### src/rtl/uart_rx_if.sv
// Serial receive bundle: line input plus byte/strobe/status outputs.
// The receiver uses the slave view; the line driver uses the master view.
interface uart_rx_if;
    logic       rxd;
    logic [7:0] rx_data;
    logic       rx_done;
    logic       rx_error;
    logic       rx_busy;

    modport master (
        output rxd,
        input  rx_data,
        input  rx_done,
        input  rx_error,
        input  rx_busy
    );

    modport slave (
        input  rxd,
        output rx_data,
        output rx_done,
        output rx_error,
        output rx_busy
    );
endinterface

### src/rtl/uart_rx.sv
// UART receiver: 16x oversampling, 3-sample majority vote per bit,
// optional even/odd parity, stop-bit check, one byte per rx_done pulse.
module uart_rx #(
    parameter int CLK_FREQ = 50_000_000,
    parameter int BAUD     = 115200,
    parameter int PARITY   = 0
) (
    input  logic      clk,
    input  logic      rstn,
    uart_rx_if.slave  bus
);

    localparam int DIV = CLK_FREQ / (BAUD * 16);
    localparam int DW  = (DIV > 1) ? $clog2(DIV) : 1;
    localparam logic [DW-1:0] DIV_LAST = DW'(DIV - 1);
    localparam logic ODD = (PARITY == 2);

    typedef enum logic [2:0] {
        S_IDLE,
        S_START,
        S_DATA,
        S_PAR,
        S_STOP
    } state_t;

    state_t r_state;
    state_t w_state_nxt;

    logic          r_sync1;
    logic          r_sync2;
    logic          r_prev;
    logic [DW-1:0] r_div;
    logic [3:0]    r_scnt;
    logic          r_s0;
    logic          r_s1;
    logic [2:0]    r_bidx;
    logic [7:0]    r_shift;
    logic          r_par_err;
    logic [7:0]    r_data;
    logic          r_done;
    logic          r_err;

    logic w_fall;
    logic w_tick;
    logic w_vote_tick;
    logic w_end_tick;
    logic w_vote;
    logic w_par_mis;
    logic w_busy;
    logic w_shift_en;
    logic w_par_en;
    logic w_load;
    logic w_err_nxt;
    logic w_last_bit;

    // Synchronizer idles high so reset release never looks like a start edge
    always_ff @(posedge clk or negedge rstn) begin
        if (!rstn) begin
            r_sync1 <= 1'b1;
            r_sync2 <= 1'b1;
            r_prev  <= 1'b1;
        end else begin
            r_sync1 <= bus.rxd;
            r_sync2 <= r_sync1;
            r_prev  <= r_sync2;
        end
    end

    assign w_fall = r_prev & ~r_sync2;

    assign w_tick      = (r_state != S_IDLE) && (r_div == DIV_LAST);
    assign w_vote_tick = w_tick && (r_scnt == 4'd9);
    assign w_end_tick  = w_tick && (r_scnt == 4'd15);
    assign w_last_bit  = (r_bidx == 3'd7);

    assign w_vote = (r_s0 & r_s1) | (r_s0 & r_sync2) | (r_s1 & r_sync2);
    assign w_par_mis = (^r_shift) ^ w_vote ^ ODD;

    // Divider parks at zero in IDLE so the bit phase tracks the start edge
    always_ff @(posedge clk or negedge rstn) begin
        if (!rstn) begin
            r_div <= '0;
        end else if (r_state == S_IDLE || w_tick) begin
            r_div <= '0;
        end else begin
            r_div <= r_div + DW'(1);
        end
    end

    always_ff @(posedge clk or negedge rstn) begin
        if (!rstn) begin
            r_scnt <= 4'd0;
        end else if (r_state == S_IDLE) begin
            r_scnt <= 4'd0;
        end else if (w_tick) begin
            r_scnt <= r_scnt + 4'd1;
        end
    end

    always_ff @(posedge clk or negedge rstn) begin
        if (!rstn) begin
            r_s0 <= 1'b1;
            r_s1 <= 1'b1;
        end else if (w_tick) begin
            if (r_scnt == 4'd7) r_s0 <= r_sync2;
            if (r_scnt == 4'd8) r_s1 <= r_sync2;
        end
    end

    always_ff @(posedge clk or negedge rstn) begin
        if (!rstn) begin
            r_state <= S_IDLE;
        end else begin
            r_state <= w_state_nxt;
        end
    end

    always_comb begin
        w_state_nxt = r_state;
        unique case (r_state)
            S_IDLE: begin
                if (w_fall) w_state_nxt = S_START;
            end
            S_START: begin
                if (w_vote_tick && w_vote) begin
                    w_state_nxt = S_IDLE;
                end else if (w_end_tick) begin
                    w_state_nxt = S_DATA;
                end
            end
            S_DATA: begin
                if (w_end_tick && w_last_bit) begin
                    w_state_nxt = (PARITY != 0) ? S_PAR : S_STOP;
                end
            end
            S_PAR: begin
                if (w_end_tick) w_state_nxt = S_STOP;
            end
            S_STOP: begin
                // Leave mid-stop-bit so an immediately following start is seen
                if (w_vote_tick) w_state_nxt = S_IDLE;
            end
            default: w_state_nxt = S_IDLE;
        endcase
    end

    always_comb begin
        w_busy     = 1'b1;
        w_shift_en = 1'b0;
        w_par_en   = 1'b0;
        w_load     = 1'b0;
        w_err_nxt  = ~w_vote | r_par_err;
        unique case (r_state)
            S_IDLE:  w_busy     = 1'b0;
            S_START: w_busy     = 1'b1;
            S_DATA:  w_shift_en = w_vote_tick;
            S_PAR:   w_par_en   = w_vote_tick;
            S_STOP:  w_load     = w_vote_tick;
            default: w_busy     = 1'b0;
        endcase
    end

    always_ff @(posedge clk or negedge rstn) begin
        if (!rstn) begin
            r_bidx <= 3'd0;
        end else if (r_state != S_DATA) begin
            r_bidx <= 3'd0;
        end else if (w_end_tick) begin
            r_bidx <= r_bidx + 3'd1;
        end
    end

    always_ff @(posedge clk or negedge rstn) begin
        if (!rstn) begin
            r_shift <= 8'h00;
        end else if (w_shift_en) begin
            r_shift <= {w_vote, r_shift[7:1]};
        end
    end

    always_ff @(posedge clk or negedge rstn) begin
        if (!rstn) begin
            r_par_err <= 1'b0;
        end else if (r_state == S_START) begin
            r_par_err <= 1'b0;
        end else if (w_par_en) begin
            r_par_err <= w_par_mis;
        end
    end

    // Byte and status are published even on error; strobes last one clk
    always_ff @(posedge clk or negedge rstn) begin
        if (!rstn) begin
            r_data <= 8'h00;
            r_done <= 1'b0;
            r_err  <= 1'b0;
        end else begin
            r_done <= w_load;
            r_err  <= w_load & w_err_nxt;
            if (w_load) r_data <= r_shift;
        end
    end

    assign bus.rx_data  = r_data;
    assign bus.rx_done  = r_done;
    assign bus.rx_error = r_err;
    assign bus.rx_busy  = w_busy;

endmodule

### src/flat_wrapper.sv
// flat-port wrapper written by rule: the top's interface ports become plain ports
module uart_rx_flat 
#(
    parameter int CLK_FREQ = 50_000_000,
    parameter int BAUD     = 115200,
    parameter int PARITY   = 0
)
  (clk, rstn, bus_rxd, bus_rx_data, bus_rx_done, bus_rx_error, bus_rx_busy);
  uart_rx_if bus_i ();
  input  logic clk;
  input  logic rstn;
  input wire logic [$bits(bus_i.rxd)-1:0] bus_rxd;
  output wire logic [$bits(bus_i.rx_data)-1:0] bus_rx_data;
  output wire logic [$bits(bus_i.rx_done)-1:0] bus_rx_done;
  output wire logic [$bits(bus_i.rx_error)-1:0] bus_rx_error;
  output wire logic [$bits(bus_i.rx_busy)-1:0] bus_rx_busy;
  assign bus_i.rxd = bus_rxd;
  assign bus_rx_data = bus_i.rx_data;
  assign bus_rx_done = bus_i.rx_done;
  assign bus_rx_error = bus_i.rx_error;
  assign bus_rx_busy = bus_i.rx_busy;
  uart_rx #(.CLK_FREQ(CLK_FREQ), .BAUD(BAUD), .PARITY(PARITY)) u_core (.clk(clk), .rstn(rstn), .bus(bus_i));
endmodule
### config.mk
export PLATFORM = sky130hd
export DESIGN_NAME = uart_rx_flat
export DESIGN_NICKNAME = d
export VERILOG_FILES = /design/src/rtl/uart_rx_if.sv /design/src/rtl/uart_rx.sv /design/src/flat_wrapper.sv
export SDC_FILE = /design/constraint.sdc
export NUM_CORES = 1
export LEC_CHECK = 0
export BUFFER_PORTS_ARGS = -buffer_cell sky130_fd_sc_hd__buf_2
export CAP_MARGIN = 20
export CELL_PAD_IN_SITES_DETAIL_PLACEMENT = 0
export CELL_PAD_IN_SITES_GLOBAL_PLACEMENT = 2
export CORE_ASPECT_RATIO = 1.4
export CORE_MARGIN = 10
export CORE_UTILIZATION = 42
export CTS_BUF_LIST = sky130_fd_sc_hd__clkbuf_8
export DETAILED_ROUTE_END_ITERATION = 10
export HOLD_SLACK_MARGIN = 0.12
export PLACE_DENSITY = 0.92
export SKIP_LAST_GASP = 1
export SLEW_MARGIN = 20
export SYNTH_ARGS = -nofsm -noshare
export SYNTH_HDL_FRONTEND = slang
export SYNTH_SLANG_ARGS = --single-unit
### constraint.sdc
create_clock -name clk -period 2.2 [get_ports clk]
set_input_delay 0.11 -clock clk [delete_from_list [all_inputs] [get_ports clk]]
set_output_delay 0.11 -clock clk [all_outputs]
set_load 0.1 [all_outputs]
==> results.ini <==
[place]
pre_cts_slack_ns = 0.143
io_buffers = 13
place_area_um2 = 1930
hpwl_um = 2150
finalWeightedCongestion = 0.735

[grt]
grt_use_total_pct = 9.20
antenna_found_initial = 0
grt_max_degree = 40
grt_pass1_vias = 1209
grt_overflow = 0
grt_pass1_wl_um = 5430

[route]
viasPerCell = 5.20
dr_wl_met3_um = 122
avgRoutedWirePerCell_um = 13.8
drc = 0
met2_length_um = 1490
top_layer = met4
drt_wl_total_um = 2920
first_pass_iters = 4
drt-met1-wl_um = 1260
dr.first_iter.drc_count = 43
ant_nets = 0
num_vias = 1098

[final_layout]
area.growth.synth_to_final_pct = 11.4
final_cell_mix = 34 x dfrtp_1, 18 x mux2_2, 13 x buf_2
fin_area_um2 = 2030
layout_commonest_cell = dfrtp_1
n_antenna_cell = 0
drive_gt1_share_pct = 30.7
fin_nets = 175

[yosys]
synth-seq-cells = 39
ys_seq_area_share_pct = 54.0
syn_inst = 146
synth_top_area_share_pct = 46.7
avgSynthCellArea_um2 = 12.5
yosysWarnings = 0
synth-edff-count = 0
synth.distinct_cells = 38
synth_nets = 156
synth_top_cell_by_area = dfrtp_1
synthFlopType = dfrtp_1
synth.area.top_cells = dfrtp_1 47%, mux2_2 11%, dfstp_2 7.2%
async_flop_share_pct = 100
netlist_area_um2 = 1820

[sta]
tns_ns = 0
finalHoldViolCount = 0
relSlewSlack_pct = 44.8
slew_viol_final = 0
tightest_slew_ns = 0.829
layout_min_cycle_time_ns = 2.05
grt_setup_unrepaired = no
fin_ws_ns = 0.148
fmax_mhz = 487
clock_skew_ns = 0.00342
finalCritPeriodShare_pct = 93.3
setup_violations = 0

[floorplan]
die_h_um = 97.9
die-width_um = 75.6
boundaryPins = 14
dieArea_um2 = 7410
start_util_pct = 43.3
coreArea_um2 = 4200
rows = 28

[power_and_ir_drop]
p_sw_uw = 404
vdd_drop_max_mv = 0.504
power_density_nw_per_um2 = 743
internal_power_uw = 1100
p_total_uw = 1510
p_leak_uw = 0.00104
p_sw_share_pct = 26.8
p_clk_share_pct = 28.8
p_comb_share_pct = 13.9
pwr-share-seq_pct = 57.3

[cts]
clkTransAtPathRegs_ns = 0.07
insertion_delay_ns = 0.28
clockBufferDepth = 2
htree_levels = 2
cts_buffers = 5
clock-sinks = 39
cts_root_buffer = clkbuf_8
post_cts_resized = 0
cts_tree = done

[job]
drv_cap = 0

[worst_setup_path]
worstSetupPathType = reg2reg
cp_max_fo = 9
critPathLaunchType = flip-flop
endpoint_kind = flip-flop
crit_arrival_ns = 2.22
cp_data_required_time_ns = 2.37

[status]
status = completed

[hold_path]
worstHoldPathType = reg2reg

synth_stat cells (all sizes together) (2+ instances only):
library cell,count
a21oi,3
and4b,2
buf,2
dfrtp,34
dfstp,5
ha,7
inv,5
mux2,18
mux2i,2
nand2,12
nand2b,2
nand3,3
nor2,14
nor2b,2
nor3,3
o21ai,5
xnor2,8
xor2,5
path summary, 6_finish.rpt:
check / startpoint / endpoint / slack [ns] / cells past startpoint
max in group asynchronous: rstn / u_core.r_shift[5] / 1.20 / 2
max reg2reg: u_core.r_div[0] / u_core.bus.rx_data[5] / 0.15 / 7
min in group asynchronous: rstn / u_core.r_scnt[2] / 0.47 / 2
min reg2reg: u_core.r_sync1 / u_core.r_sync2 / 0.36 / 0
min: u_core.r_sync1 / u_core.r_sync2 / 0.36 / 0
max: u_core.r_div[0] / u_core.bus.rx_data[5] / 0.15 / 7
sequential cells by signal, summed over array words and instances, names as in the netlist:
register,cells
u_core.r_shift,8
u_core.r_state,3
u_core.r_s1,1
u_core.r_sync1,1
u_core.r_prev,1
u_core.bus.rx_done,1
u_core.r_div,5
u_core.bus.rx_error,1
u_core.r_s0,1
u_core.bus.rx_data,8
u_core.r_scnt,4
u_core.r_sync2,1
u_core.r_bidx,3
u_core.r_par_err,1
final cells by class:
cell class              instances  area [um^2]
multi-input cells              99          802
well taps                      45         56.3
repair buffers                 15         85.1
inverters                       5         21.3
clock buffers                   5         68.8
fillers                       385         2180
flip-flops and latches         39          982
clock inverters                 3         12.5
stage by stage:
stage / utilization [%] / cells / hold WS (ns)
after floorplan: - / 146 / -0.186
after global placement: 45.8 / 201 / 0.216
after detailed placement: 45.8 / 201 / 0.217
after CTS: 48.2 / 211 / 0.364
after global routing: 48.2 / 211 / 0.371
final: 48.2 / 211 / 0.360
worst max-delay path, stage by stage, from the launching register on:
cell and delay, ns:
dfrtp_1 0.41, inv_1 0.07, ha_1 0.16, and4b_1 0.34
and4b_4 0.33, inv_4 0.08, nor2_8 0.19, mux2_2 0.36
logic make-up after synthesis:
logic type / Yosys count / share of synthesized area, %
adders and majority gates: 8 / 5.36
xor gates and xnor gates: 14 / 7.49
DFF: 39 / 54.0
buffers and inverters: 8 / 2.41
muxes: 20 / 12.2
AOI/OAI and AO/OA: 13 / 4.33
and+or+nand+nor: 44 / 14.2
power groups by stage:
stage,sequential [uW],clock (uW),combinational [uW]
floorplan,861,0,162
global placement,870,0,204
detailed placement,877,0,213
CTS,863,455,217
global route,876,491,252
finish,864,434,209
metal layers:
layer / track usage (%) / vias up
li1: - / 533
met1: 10.4 / 540
met2: 15.2 / 21
met3: 2.63 / 4
met4: 4.45 / 0
met5: 0 / -
what timing repair did:
action / CTS / global route
hold buffers: 2 / 0
setup buffers: 0 / 0
endpoints found under the hold margin: 35 / 0
No activity file was read; power rests on OpenSTA's default activity.
